## config.mk

```make
export PLATFORM = sky130hd
export DESIGN_NAME = uart_rx_fifo
export DESIGN_NICKNAME = d
export VERILOG_FILES = /design/src/rtl/uart_rx_fifo.sv
export SDC_FILE = /design/constraint.sdc
export NUM_CORES = 1
export LEC_CHECK = 0
export CORE_ASPECT_RATIO = 1.4
export CORE_MARGIN = 4
export CORE_UTILIZATION = 25
export DETAILED_ROUTE_END_ITERATION = 8
export SETUP_SLACK_MARGIN = 0.1
export SKIP_CTS_REPAIR_TIMING = 1
export SYNTH_ARGS = -nofsm -noshare
export SYNTH_HDL_FRONTEND = slang
export SYNTH_SLANG_ARGS = --single-unit
```

## constraint.sdc

```tcl
create_clock -name clk -period 3.5 [get_ports clk]
set_clock_uncertainty 0.15 [all_clocks]
set_input_delay 1.05 -clock clk [delete_from_list [all_inputs] [get_ports clk]]
set_output_delay 1.05 -clock clk [all_outputs]
set_load 0.05 [all_outputs]
```

## src/rtl/uart_rx_fifo.sv

```systemverilog
// uart_rx_fifo: receive-side FIFO sitting between a UART receiver and its consumer.
//
// Words arrive on single-cycle re strobes and are stored in a circular buffer
// of 2^DEPTH entries. The consumer pops with rd_en; the popped word appears on
// rd_data with a one-cycle rd_valid pulse on the following cycle. A word that
// arrives while the buffer is full, with no pop in the same cycle, is dropped
// and sets the sticky overflow flag.
//
// Optional feature: define UART_RX_FIFO_LINE_COUNT_EN to track the number of
// stored LF (0x0A) words on lines. Without the macro, lines is tied to 0.
//
// Ports:
//   clk            in   single clock, rising edge
//   reset          in   synchronous active-high reset
//   re             in   receive strobe, data_rx valid when high
//   data_rx        in   [WIDTH-1:0] received word
//   rd_en          in   pop request
//   clear_overflow in   clears the overflow flag (a same-cycle drop wins)
//   rd_data        out  [WIDTH-1:0] last popped word, held between pops
//   rd_valid       out  one-cycle pulse when rd_data is newly popped
//   empty          out  count == 0 (registered)
//   full           out  count == 2^DEPTH (registered)
//   count          out  [DEPTH:0] number of stored words
//   overflow       out  sticky: a word was dropped
//   lines          out  [DEPTH:0] number of stored LF words
module uart_rx_fifo #(
    parameter int WIDTH = 8,
    parameter int DEPTH = 4
) (
    input  logic             clk,
    input  logic             reset,
    input  logic             re,
    input  logic [WIDTH-1:0] data_rx,
    input  logic             rd_en,
    input  logic             clear_overflow,
    output logic [WIDTH-1:0] rd_data,
    output logic             rd_valid,
    output logic             empty,
    output logic             full,
    output logic [DEPTH:0]   count,
    output logic             overflow,
    output logic [DEPTH:0]   lines
);

    localparam int             ENTRIES  = 1 << DEPTH;
    localparam logic [DEPTH:0] FULL_CNT = (DEPTH+1)'(ENTRIES);
    localparam logic [DEPTH:0] CNT_ONE  = (DEPTH+1)'(1);
    localparam logic [DEPTH-1:0] PTR_ONE = DEPTH'(1);

    logic [WIDTH-1:0] mem [ENTRIES];
    logic [DEPTH-1:0] wr_ptr;
    logic [DEPTH-1:0] rd_ptr;
    logic             pop_acc;
    logic             wr_acc;
    logic             drop;
    logic [DEPTH:0]   count_nxt;

    // A write into a full buffer is still accepted when a pop frees a slot in
    // the same cycle; the write then lands on the slot being read, and the
    // read captures the old word because the memory read sees pre-edge contents.
    always_comb begin
        pop_acc   = rd_en && !empty;
        wr_acc    = re && (!full || pop_acc);
        drop      = re && full && !pop_acc;
        count_nxt = count;
        if (wr_acc && !pop_acc) begin
            count_nxt = count + CNT_ONE;
        end else if (pop_acc && !wr_acc) begin
            count_nxt = count - CNT_ONE;
        end
    end

    always_ff @(posedge clk) begin
        if (reset) begin
            wr_ptr   <= '0;
            rd_ptr   <= '0;
            count    <= '0;
            empty    <= 1'b1;
            full     <= 1'b0;
            overflow <= 1'b0;
            rd_valid <= 1'b0;
            rd_data  <= '0;
        end else begin
            if (wr_acc) begin
                wr_ptr <= wr_ptr + PTR_ONE;
            end
            if (pop_acc) begin
                rd_ptr  <= rd_ptr + PTR_ONE;
                rd_data <= mem[rd_ptr];
            end
            rd_valid <= pop_acc;
            count    <= count_nxt;
            empty    <= (count_nxt == '0);
            full     <= (count_nxt == FULL_CNT);
            if (drop) begin
                overflow <= 1'b1;
            end else if (clear_overflow) begin
                overflow <= 1'b0;
            end
        end
    end

    // Storage has no reset; reset only blocks the write.
    always_ff @(posedge clk) begin
        if (wr_acc && !reset) begin
            mem[wr_ptr] <= data_rx;
        end
    end

`ifdef UART_RX_FIFO_LINE_COUNT_EN
    localparam logic [WIDTH-1:0] LF = WIDTH'(8'h0A);

    logic           wr_lf;
    logic           pop_lf;
    logic [DEPTH:0] lines_q;

    assign wr_lf  = wr_acc && (data_rx == LF);
    assign pop_lf = pop_acc && (mem[rd_ptr] == LF);

    always_ff @(posedge clk) begin
        if (reset) begin
            lines_q <= '0;
        end else if (wr_lf && !pop_lf) begin
            lines_q <= lines_q + CNT_ONE;
        end else if (pop_lf && !wr_lf) begin
            lines_q <= lines_q - CNT_ONE;
        end
    end

    assign lines = lines_q;
`else
    assign lines = '0;
`endif

endmodule

```

Word level (Yosys, flattened, before mapping):

Memory sizes are Yosys's and may differ from the RTL's. A register that Yosys moved wholly into a read port is not among the register bits.
Cells that the tools add are included.

* flip-flop bits (word level): 17
* RAM bits: 128
* output and inout port bits: 22
* memories: 1

Memories
* mem: words 16, bits a word 8, rd ports 1, clocked after memory_dff 1, wr ports 1, RTL line 50 `logic [WIDTH-1:0] mem [ENTRIES];`

* add/sub/neg operators: 4
* equal/unequal tests: 1
* muxes and demuxes: 6
* reduce and logical (&&, ||, !) cells: 15

Operators with widths (count)
* $mux W5: 2
* $add A4 B1 Y4 const B: 2
* $logic_and A1 B1 Y1: 7
* $add A5 B1 Y5 const B: 1
* $eq A5 B5 Y1 const B: 1
* $logic_not A1 Y1: 5
* $logic_not A5 Y1: 1
* $sub A5 B1 Y5 const B: 1
* $mux W1: 4
* $reduce_bool A2 Y1: 1
* $logic_or A1 B1 Y1: 1

Longest topological paths before layout:

Gate-level depths: netlist (run 1).

* word-level depth: 9
* depth in mapped cells: 7

Worst setup path after synthesis (run 1):

No wires, ideal clock.

* kind: input-to-reg
* from: input port rd_en
* to: memory mem[0][0] (enable)
* library setup time: 0.383 ns
* arrival: 2.401 ns
* data required time: 2.967 ns
* setup slack: 0.566 ns
* cell stages on the path: 6
* buffers on the path: 1
* cells stage by stage: nand2b_4 -> buf_2 -> a21boi_2 -> and2b_1 -> nand2_1 -> nor3_1

* cells in the longest elaborated chain, start to end: 6

RTL lines
* from (decl): RTL line 34 `input logic rd_en,`
* $logic_and A1 B1 Y1: RTL line 62 `pop_acc = rd_en && !empty;`
* $logic_or A1 B1 Y1: RTL line 63 `wr_acc = re && (!full || pop_acc);`
* $logic_and A1 B1 Y1: RTL line 63
* $logic_and A1 B1 Y1: RTL line 105 `if (wr_acc && !reset) begin`
* $mux W1: RTL line 105
* $mux W1 (implied by the code): RTL line 106 `mem[wr_ptr] <= data_rx;`
* to (decl): RTL line 50

No other way between the ends.

Worst setup path in the final report (run 1):

* from: register count[2]
* to: output port count[2]

RTL lines
* from (decl): RTL line 40 `output logic [DEPTH:0] count,`
* from (signal assigned): RTL line 92 `count <= count_nxt;`

No word-level cell between the ends.

==> results of run 1 <==
## per-layer routing
layer	track usage [%]	vias up	wire length, µm
met2	18.3	86	7460
met4	5.46	0	446
li1	-	1548	-
met3	1.97	26	397
met5	0	-	0
met1	10.3	1682	5000
## registers in the layout (all words and copies together) (netlist names)
| register | count |
|---|---|
| full | 1 |
| mem | 128 |
| count | 5 |
| wr_ptr | 4 |
| overflow | 1 |
| rd_ptr | 4 |
| rd_data | 8 |
| rd_valid | 1 |
| empty | 1 |
## cells by family after synthesis
kind of cell | synth area share, %
AOI/OAI and AO/OA | 5.15
xor gates and xnor gates | 1.41
adders and majority gates | 1.41
buffers and inverters | 2.88
DFF | 69.9
muxes | 13.4
other | 0.0603
and+or+nand+nor | 5.80
## how the worst max path moves through the flow
stage / start / end / slack, ns / cells past startpoint
global placement: rd_en / mem[2][5] / 0.32 / 7
detailed placement: rd_en / mem[2][1] / 0.29 / 7
finish: count[2] / count[2] / 0.59 / 1
CTS: count[2] / count[2] / 0.56 / 1
floorplan: rd_en / mem[0][0] / 0.57 / 6
global route: count[2] / count[2] / 0.52 / 1
## through the flow
stage | cell area [µm²] | instances | hold slack [ns] | setup WS [ns] | total power [mW]
2_1_floorplan | 6230 | 380 | 0.385 | 0.566 | 2.56
3_3_place_gp | 6940 | 723 | 0.297 | 0.318 | 2.75
3_5_place_dp | 6940 | 723 | 0.318 | 0.292 | 2.77
4_1_cts | 7510 | 755 | 0.324 | 0.565 | 4.51
5_1_grt | 7510 | 755 | 0.345 | 0.523 | 4.64
6_report | 7510 | 755 | 0.319 | 0.594 | 4.47
## power by group through the flow
stage | Combinational [mW] | Sequential, mW | Clock, mW
3_5_place_dp | 0.635 | 2.13 | 0
4_1_cts | 0.638 | 2.09 | 1.78
3_3_place_gp | 0.621 | 2.13 | 0
2_1_floorplan | 0.343 | 2.21 | 0
6_report | 0.633 | 2.09 | 1.75
5_1_grt | 0.680 | 2.10 | 1.86
## final cells by class
| type | instances | share of cell area [%] |
|---|---|---|
| clock buffer | 18 | 5.72 |
| timing repair buffer | 53 | 6.27 |
| multi-input combinational | 197 | 22.8 |
| clock inverter | 14 | 1.85 |
| sequential | 153 | 57.9 |
| inverter | 5 | 0.250 |
| tap | 315 | 5.25 |
## cell usage in the layout (no fill, tap or decap), drive strengths merged, types with 2 or more instances in the layout
master	n
and2	2
nor2	31
mux4	18
conb	5
mux2i	29
clkdlybuf4s50	29
ha	7
xnor2	6
clkinv	6
a32oi	8
a31oi	2
clkinvlp	2
dfxtp	25
o21ai	2
buf	24
clkbuf	18
nand3	4
and2b	2
nand2	20
nor2b	4
nand2b	3
inv	10
mux2	8
nor3	5
edfxtp	128
xor2	4
a21oi	12
a22oi	14
==> metrics list, run 1 <==
- Data required time of the worst path: 2.30 ns
- The setup check on the worst reg-to-reg path leaves a slack of 1.14 ns.
- Top flip-flop cell by instance count after synthesis: edfxtp_1
- Via count: 3,342
* List of cells traversed by the critical path: clkdlybuf4s50_1
- In this run, CTS created clock tree buffers numbering 17.
- Post-route DRC violation count: 0
- Maximum number of buffers from clock root to sink: 2
* Area occupied by registers: 0.00435 mm²
- Die outline area: 0.0275 mm²
* CTS Root Cell: clkbuf_16
- Diode count: 0
- VDD sags by at most ~0.33 mV.
* Mean instance size in the synthesized netlist: 16.5 µm²
- Quantity of I/O buffers inserted on ports: 29
* Final net count: 447
- Sequential elements use between 60% and 70% of the synthesized area.
* Crit Path Max Fanout: 6
- Crit Path Category: reg -> out
* Start point of the worst hold path: rd_data[0]
- Highest cell delay on the worst timing path: ~0.85 ns
- In this run the count of I/O pins placed on the die edge is 35.
* Cell at the slowest stage of the critical path: clkdlybuf4s50_1
- Sink of the worst hold path: rd_data[0]
- Of the post-synthesis cell area, the dominant cell type holds 61.8%.
* Count of unique library cells instantiated by Yosys: 44
- Internal Power: roughly 3.3 mW
* Library cell with the largest summed area after synthesis: edfxtp_1
- For the worst setup path, the data arrival time is about 1.7 ns.
- Switch Pwr: 1.19 mW
* HPWL after detailed placement: about 9000 µm
- Derived from the worst setup path, the maximum achievable clock frequency is 0.344 GHz.
- Run status: complete, no violations
* 1st-pass router iterations: 4
* Number of failing hold endpoints at the final stage: 0
- Total of flip-flops plus latches after synthesis: 153
- Wires add up to 13,300 µm.
- Remaining global-route overflow: 0
- Measured against its own limit, the worst slew margin works out to 51.3%.
* Yosys warns: 0
- Filler cell count: 2,342
- Worst r2r dst: rd_data[1]
- In the synthesized netlist, the number of instances is 376.
- Wire length of the first global-routing pass: 20,300 µm
* CTS tree: built
- From synthesis to final layout, the design area changed by 20.7%.
* Final critical path time including I/O delays and setup: 2.91 ns
* Crit start category: register
- The via count of the first global-routing pass is 3,439.
- Among cell families on the critical path, the largest total delay comes from buffers and inverters.
- Proportion of power drawn by the clock network: between 30% and 40%
* Hold crit path type: reg -> reg
- In this run the core area contains 68 standard-cell rows.
- Post-DRT Antenna Nets: 0
- Cell depth of the worst hold path: 2
- Portion of total power attributed to combinational logic: 14.1%
* Total of max-cap violations: 0
- Counting both buffers and inverters, the worst setup path holds a total of 1.
- The commonest cells after synthesis are edfxtp_1, nor2_1, mux2i_1.
* Share of post-route cells with drive strength above 1: 17.0%
- Switching part of the total power: a little over a quarter
* Utilization after layout: 30.5%
- Chip height: just under 200 µm
* Largest cells by area after synthesis: edfxtp_1, dfxtp_1, mux4_1
- Setup violations remaining at the end of the flow were counted as 0.
- After routing, the total negative slack on setup checks comes to 0 ns.
- For the worst-skew pair, the clock arrives at the later sink with an insertion delay of 0.42 ns.
* DR iter-0 viols: ~240
- The initial utilization of the core area, before any placement, comes to 25.3%.
- Summing all multi-input logic gate instances after layout gives 0.00171 mm².
- Number of max-slew violations in the final report: 0
- For the pin with the worst max-slew slack, the measured transition is 0.730 ns.
- The worst register-to-register path begins at rd_ptr[0].
- In the routed layout, each cell is associated on average with a via count of 4.43.
* Setup repair after global routing missed its margin: no
* Endpoint type of the worst setup path: primary output
* RD Place Congestion: 0.780
* Cell Pwr Density: between 500 and 600 mW/mm²
- Measured along the x axis, the die boundary spans about 140 µm.
- Core Footprint: between 0.02 and 0.025 mm²
* Routed length per placed instance: around 18 µm
- After clock tree synthesis, the clock-pin slew on the worst setup and hold paths is 0.06 ns.
- Largest net degree at the start of global routing: 26
- Logic depth of the worst register-to-register path: 5
* Number of enable-type register cells in the synthesized netlist: 128
* # H-tree levels: 4
- Global routing used 9.90% of the available tracks across all layers.
- Post-synth design cell area: 0.00622 mm²
- Initial antenna violation count: 0
- Static Leak: 2.39 nW
- Power share of the sequential group: 46.8%
* Most instantiated library cell after synthesis: edfxtp_1
- Of all flip-flops after synthesis, the portion carrying an async set or reset was 0%.
* Share of the clock period used by the worst path after layout: approximately 83%
- Clock sink count: 153
(Power assumes the default switching activity.)
==> run 2, diff against run 1 <==
==> constraint.sdc (replaced) <==
create_clock -name clk -period 2.9 [get_ports clk]
set_clock_uncertainty 0.15 [all_clocks]
set_input_delay 0.87 -clock clk [delete_from_list [all_inputs] [get_ports clk]]
set_output_delay 0.87 -clock clk [all_outputs]
set_load 0.05 [all_outputs]
==> metrics list, run 2 (same netlist as run 1, synthesis figures left out) <==
- Run status: complete, no violations
- The worst-case headroom to the max-slew limit is 50.3% (-0.96 points).
* Met2 wire len: 7540 µm (+1.1%)
- Crit start category: register
- For this design, the slowest cell found on the critical path is clkdlybuf4s50_1.
* Initial antenna violation count: 0 (unchanged)
- Setup repair after global routing missed its margin: no
- Largest registers: mem x128, rd_data x8, count x5
- The area enclosed by the die boundary is 0.0275 mm² (unchanged).
- The critical path in this run is classified as reg -> out.
- Worst-case hold slack: 0.327 ns (+0.00806 ns)
* Startpoint of the worst register-to-register path: rd_ptr[0]
- Share of the clock period used by the worst path after layout: 94.5%
* Routed wl met3: 397 µm (unchanged)
* Remaining global-route overflow: 0 (unchanged)
* Via count: 3,293 (-1.5%)
- Data required time of the worst path: 1.88 ns (-0.42 ns)
- The aggregate global-route resource usage was 10.1% (+0.15 points).
- Ranked by flip-flop count, first place goes to mem.
- Cell family with the largest share of critical-path delay: buffers and inverters
- Counting I/O delays and the setup requirement, the final critical path takes 2.74 ns.
- CP startpoint: count[1]
- The total count of max-transition violations in the final report was 0 (unchanged).
- Number of buffers inserted during clock tree synthesis: 17 (unchanged)
- Highest cell delay on the worst timing path: 0.86 ns (about the same)
- RD Place Congestion: 0.798 (+2.4%)
- Number of global-route vias before repair: 3,547 (+3.1%)
- Post-Route M1 WL: 5140 µm (+2.9%)
- The power density over the cells was 719 mW/mm² (+21%).
- Register-to-register path setup slack: 0.66 ns (-0.48 ns)
- The worst-case vdd ir drop was 0.447 mV (+33%).
- CTS Root Cell: clkbuf_16
* Largest net degree at the start of global routing: 26 (unchanged)
* Wire length of the first global-routing pass: 20,700 µm (+1.9%)
- Initial Util: 25.3% (unchanged)
* Chip width: 141 µm (unchanged)
* 1st-pass router iterations: 6 (+2)
- Final net count: 450 (+0.67%)
* Later-pin clock latency in the skew report: 0.42 ns (about the same)
- Via density: 4.34 (-1.9%)
* CTS tree: built
- The number of sinks on the clock net is 153 (unchanged).
- Relative to the synthesized area, the layout overhead comes to 21.4%.
- Detailed-route wire length: 13,300 µm (-0.38%)
- The final hold violation count came to 0 (unchanged).
- The top cell types in the final layout, fill and taps aside, are edfxtp_1, nor2_1, mux2i_1, clkdlybuf4s50_1, buf_4.
- List of cells traversed by the critical path: clkdlybuf4s50_1
- Signal routing reaches up to met4.
* # H-tree levels: 4 (unchanged)
- Clock-pin slew reported for the worst setup and hold paths after clock tree synthesis: 0.06 ns (about the same)
* Arr. time, crit path: 1.72 ns (about the same)
* Static Leak: 2.42 nW (+1.4%)
- The number of cell rows was 68 (unchanged).
* Measured slew at the worst slew-check pin: 0.743 ns (+0.0131 ns)
- The placed wire-length estimate came to 9370 µm (+3.4%).
* Chip height: 195 µm (unchanged)
- The port buffer count came to 29 (unchanged).
* Share of post-route cells with drive strength above 1: 17.6% (+0.56 points)
- The number of buffers and inverters on the critical path was 1 (unchanged).
- The residual antenna-violating net count after detailed routing was 0 (unchanged).
- The worst slack after detailed placement was -0.00811 ns (-0.300 ns).
- The tightest min-delay check is of the reg -> reg type.
* Largest register FFs: 128 (unchanged)
* TNS Setup: 0 ns (unchanged)
* Total of max-cap violations: 0 (unchanged)
- Start point of the worst hold path: rd_data[0]
- Fmax achieved: 0.365 GHz
* Routed length per placed instance: 17.5 µm (-0.77%)
* Endpoint type of the worst setup path: primary output
* Most common cell after layout, fill and taps aside: edfxtp_1
- Top-level I/O count: 35 (unchanged)
- Final Worst Setup Slack: 0.161 ns (-0.433 ns)
- Post-route DRC violation count: 0 (unchanged)
- Crit Path Max Fanout: 6 (unchanged)
- The standard cell core area is 0.0246 mm² (unchanged).
- Diode count: 0 (unchanged)
- DR iter-0 viols: 266 (+9.9%)
- Final setup violation count: 0 (unchanged)
- Maximum number of buffers from clock root to sink: 2 (unchanged)
run 2: changes by cell type in the layout (fill, tap and decap cells not counted):
| cell | previous run | this run |
|---|---|---|
| clkinvlp_4 | 2 | 0 |
| inv_8 | 2 | 0 |
| clkinv_2 | 2 | 5 |
| buf_12 | 0 | 1 |
| buf_4 | 24 | 26 |
| bufinv_16 | 1 | 2 |
run 2: worst paths after layout:
| check | to | cells after the start |
|---|---|---|
| min | rd_data[0] | 2 |
| max | count[1] | 1 |
| max reg2reg | rd_data[1] | 5 |
| min reg2reg | rd_data[0] | 2 |
run 2: routing by layer:
layer	up-vias	GRT usage (%)
met5	-	0
met4	0	3.41
met3	11	2.49
met2	57	18.9
met1	1663	10.8
li1	1562	-
run 2: power breakdown:
part / internal, mW / total [mW] / switching [mW] / leakage (nW)
logic: 0.318 / 0.783 / 0.465 / 0.772
clock network: 1.27 / 2.13 / 0.856 / 0.289
registers: 2.44 / 2.52 / 0.0733 / 1.36
total: 4.03 / 5.43 / 1.39 / 2.42
run 2: worst reg2reg max path, cell delays in order, from the launching register on:
cell	delay [ns]
dfxtp_1	0.58
buf_12	0.23
nor2b_1	0.51
a22oi_1	0.28
a32oi_1	0.29
a21oi_2	0.08
run 2: layout make-up:
type / instances / area, µm²
Clock inverter: 14 / 146
Inverter: 5 / 18.8
Multi-Input combinational cell: 197 / 1710
Timing Repair Buffer: 56 / 505
Fill cell: 2354 / 17000
Sequential cell: 153 / 4350
Clock buffer: 18 / 429
Tap cell: 315 / 394
run 2: stage by stage:
step | std cells | power, mW | util (%) | cell area [µm²]
floorplan | 380 | 3.09 | - | 6230
global placement | 726 | 3.33 | 28.4 | 6970
detailed placement | 726 | 3.35 | 28.4 | 6970
CTS | 758 | 5.48 | 30.7 | 7550
global route | 758 | 5.64 | 30.7 | 7550
finish | 758 | 5.43 | 30.7 | 7550
==> run 3, diff against run 2 <==
--- a/config.mk
+++ b/config.mk
@@ -9,6 +9,7 @@
 export CORE_MARGIN = 4
 export CORE_UTILIZATION = 25
 export DETAILED_ROUTE_END_ITERATION = 8
+export GPL_ROUTABILITY_DRIVEN = 0
 export SETUP_SLACK_MARGIN = 0.1
 export SKIP_CTS_REPAIR_TIMING = 1
 export SYNTH_ARGS = -nofsm -noshare
==> results of run 3 <==
No change in the layout: final DEF, timing and power equal those of run 2.
